$ cat src/rtl/if_stage.sv
// if_stage: PC and instruction-register unit feeding the SCPU decoder; two-phase FETCH/EXEC, CPI = 2.
// Define IF_INSTRET_EN to add the instret retired-instruction counter output.
module if_stage #(
   parameter logic [31:0] RESET_PC  = 32'h0000_0000,
   parameter logic [5:0]  BUBBLE_OP = 6'h3F
) (
   input  logic        clk,
   input  logic        rst,
   input  logic        MIO_ready,
   input  logic [31:0] inst_in,
   input  logic        Jump,
   input  logic        Branch,
   input  logic        zero,
   output logic [31:0] PC_out,
   output logic [31:0] inst_out,
   output logic [5:0]  OPcode,
   output logic [5:0]  Fun,
   output logic        inst_valid
`ifdef IF_INSTRET_EN
   ,
   output logic [31:0] instret
`endif
);

   typedef enum logic {
      FETCH = 1'b0,
      EXEC  = 1'b1
   } state_e;

   state_e      state_q;
   logic [31:0] pc_q;
   logic [31:0] ir_q;
   logic [31:0] pc4;
   logic [31:0] br_off;
   logic [31:0] next_pc_d;
`ifdef IF_INSTRET_EN
   logic [31:0] instret_q;
`endif

   assign pc4    = pc_q + 32'd4;
   assign br_off = {{14{ir_q[15]}}, ir_q[15:0], 2'b00};

   // NOTE: every always_comb output gets a default first, so no path can infer a latch.
   always_comb begin
      next_pc_d = pc4;
      if (Jump) begin
         next_pc_d = {pc4[31:28], ir_q[25:0], 2'b00};
      end else if (Branch && zero) begin
         next_pc_d = pc4 + br_off;
      end
   end

   // NOTE: state is written with non-blocking assignments only, so every register samples pre-edge values.
   always_ff @(posedge clk) begin
      if (rst) begin
         state_q <= FETCH;
         pc_q    <= RESET_PC & ~32'd3;
         ir_q    <= '0;
`ifdef IF_INSTRET_EN
         instret_q <= '0;
`endif
      end else begin
         case (state_q)
            FETCH: begin
               if (MIO_ready) begin
                  ir_q    <= inst_in;
                  state_q <= EXEC;
               end
            end
            EXEC: begin
               // Decoder controls are only meaningful here; MIO_ready is ignored.
               pc_q    <= next_pc_d;
               state_q <= FETCH;
`ifdef IF_INSTRET_EN
               instret_q <= instret_q + 32'd1;
`endif
            end
            default: state_q <= FETCH;
         endcase
      end
   end

   assign inst_valid = (state_q == EXEC);
   assign PC_out     = pc_q;
   assign inst_out   = ir_q;
   assign OPcode     = inst_valid ? ir_q[31:26] : BUBBLE_OP;
   assign Fun        = inst_valid ? ir_q[5:0]   : 6'h00;
`ifdef IF_INSTRET_EN
   assign instret    = instret_q;
`endif

endmodule

$ cat config.mk
export PLATFORM = sky130hd
export DESIGN_NAME = if_stage
export DESIGN_NICKNAME = d
export VERILOG_FILES = /design/src/rtl/if_stage.sv
export SDC_FILE = /design/constraint.sdc
export NUM_CORES = 1
export LEC_CHECK = 0
export BUFFER_PORTS_ARGS = -buffer_cell sky130_fd_sc_hd__buf_4
export CAP_MARGIN = 10
export CORE_MARGIN = 4
export CORE_UTILIZATION = 40
export DETAILED_ROUTE_END_ITERATION = 8
export HOLD_SLACK_MARGIN = 0.15
export SYNTH_ARGS = -nofsm -noshare
export SYNTH_HDL_FRONTEND = slang
export SYNTH_SLANG_ARGS = --single-unit
$ cat constraint.sdc
create_clock -name clk -period 9.9 [get_ports clk]
set_input_delay 2.97 -clock clk [delete_from_list [all_inputs] [get_ports clk]]
set_output_delay 2.97 -clock clk [all_outputs]
set_load 0.05 [all_outputs]
==> reports/summary.txt <==
Die area: 0.0146 mm²
Worst Setup Start Kind: primary input
Final setup violation count: 0
Setup TNS: 0 ns
WL final: 16200 µm
First-pass GRT wire length: 26200 µm
Critical path type: primary input to flip-flop
Worst-Skew Late Latency: 0.33 ns
I/O Buffers: 112
PwrDens: 135 mW/mm²
#FFs+latches synth: 63
Final Cycle Share: 0.476
Ant diodes: 0
Post-synth EDFFs: 0
DR WL/cell: 17.2 µm
Fin cells: 943
Biggest area consumer among synthesized cells: dfxtp_1
Crit path capture type: flip-flop
Finished Core Util: 0.515
Vias in the first global route: 4977
TritonCTS Buffers: 9
CTS tree: built
Core Rows: 40
Routed vias: 5300
1st-pass router iterations: 5
Synth area leaders: dfxtp_1 (25%), ha_1 (9.1%), nand2_1 (8.5%), a21oi_1 (6.4%), xnor2_1 (5.2%)
Worst-Margin Slew: 1.19 ns
Pin count of the biggest net entering global routing: 58
Share of flip-flops with an asynchronous set or reset: 0
RSZ-0062 raised after global routing: false
Status: finished clean
Nets@finish: 847
First DRT Iteration DRCs: 534
Tot GR Track Use: 0.221
Max cap viols: 0
Top cell type's share of synthesized area: 0.248
Post-CTS Setup Bufs: 0
CTS Hold Buffers Added: 0
Cell breakdown of the critical path: buf_4, inv_1, nand2_1, or3_1, a21boi_1, mux2_1
Max Clk Rate: 212 MHz
Synth-to-layout area growth: 23.8%
Clock transition at the registers of the reported paths: 0.05 ns
Count leader, synth: nand2_1
Root Driver: clkbuf_16
Lkg Pwr: 2.78 nW
Yosys cell types: 69
Crit path max-delay cell type: or3_1
Grt total ovfl: 0
Slew Viols, Final: 0
Chip Width: 121 µm
Clock period minus worst slack: 4.71 ns
Layout cells sized above 1: 0.190
Flop-to-flop setup slack: 5.44 ns
Global placement routability congestion: 0.940
Hold depth: 2
Worst Skew: 0.00719 ns
Post-CTS resize count: 0
Final hold vios: 0
Initial antenna violation count: 0
Antenna Nets Post-Route: 0
Synth Cell Area: 0.00508 mm²
Clock tree sinks: 63
CTS max path bufs: 2
HPWL after DPL: 12200 µm
Total power: 0.848 mW
Number of remaining DRC errors: 0
Hold Path Class: flip-flop to flip-flop
Top_reg_cell synth: dfxtp_1
Register area: 0.00126 mm²
CP peak stage delay: 0.46 ns
Synth cell count leaders: nand2_1 (115), a21oi_1 (65), dfxtp_1 (63)
Seq/Total Area, Yosys: 0.248
Critical path peak fanout: 37
Effective utilization at floorplan: 0.416
Area of the multi-input gates: 0.00358 mm²
Worst IR Drop VDD: 0.101 mV
CP required: 10.11 ns
Core Region: 0.0122 mm²
DIE HEIGHT: 121 µm
Cells after DPL: 928
Mapped Cells: 682
Critical path arrival: 4.92 ns
Final hold slack: 0.469 ns
Yosys warning count: 0
I/O Pins: 115
Syn_area_per_cell: 7.45 µm²
Via density: 5.62
CTS HTree Levels: 3
Relative slew slack: 0.205
Layout fillers: 1268
Reg2reg path depth: 16
==> cell type report <==
| type | count | area share |
|---|---|---|
| clock inverters | 3 | 0.0143 |
| multi-input cells | 573 | 0.568 |
| well taps | 168 | 0.0334 |
| clock buffers | 12 | 0.0408 |
| inverters | 9 | 0.00537 |
| flip-flops and latches | 63 | 0.201 |
| repair buffers | 115 | 0.137 |
==> sequential cells by signal, summed over array words and instances, names as in the netlist <==
signal      cells
inst_out       32
PC_out         30
inst_valid      1
==> worst max-delay path, delay by kind of cell <==
family | cells | cell delay, ns
AND/OR/NAND/NOR | 2 | 0.83
multiplexers | 1 | 0.33
AO/OA/AOI/OAI | 1 | 0.17
buffers and inverters | 2 | 0.59
==> cells by family after synthesis <==
kind of cell | count (synthesis) | synth area share
xor+xnor | 48 | 0.0827
buf+inv | 47 | 0.0495
mux | 16 | 0.0325
flops | 63 | 0.248
simple gates | 281 | 0.260
fa+ha+maj | 38 | 0.0950
compound gates | 188 | 0.232
other cells | 1 | 0.000738
==> power by group <==
part	internal, mW	switching [mW]	leakage (nW)	total [mW]
logic	0.0649	0.128	2.10	0.192
clock network	0.258	0.112	0.169	0.371
registers	0.266	0.0185	0.515	0.285
==> through the flow <==
step | setup WS [ns] | area (µm²)
2_1_floorplan | 5.37 | 5090
3_3_place_gp | 4.92 | 5950
3_5_place_dp | 4.89 | 5950
4_1_cts | 5.21 | 6290
5_1_grt | 5.00 | 6290
6_report | 5.19 | 6290
==> per-layer routing <==
layer	wire (µm)	up-vias	global-route usage	share of wire
met3	1290	20	0.0486	0.080
met2	6830	204	0.317	0.42
met5	0	-	0	0
met4	278	0	0.0666	0.017
met1	7810	2469	0.329	0.48
li1	-	2607	-	-
==> cell usage in the layout (no fill, tap or decap), drive strengths merged, types with 13 or more instances in the layout <==
cell type,n
nor2,54
ha,37
nand3,21
buf,115
dfxtp,63
xor2,18
a21oi,67
xnor2,30
nand4,13
a21o,17
nand2b,19
o21ai,41
nand2,115
nor3,17
==> worst paths after layout <==
path,start,to
max,Jump,PC_out[31]$_SDFFE_PP0P_
min,inst_out[29]$_SDFFE_PP0P_,inst_out[29]$_SDFFE_PP0P_
max reg2reg,PC_out[17]$_SDFFE_PP0P_,PC_out[31]$_SDFFE_PP0P_
min reg2reg,inst_out[29]$_SDFFE_PP0P_,inst_out[29]$_SDFFE_PP0P_
Power figures use the tool's default switching activity.
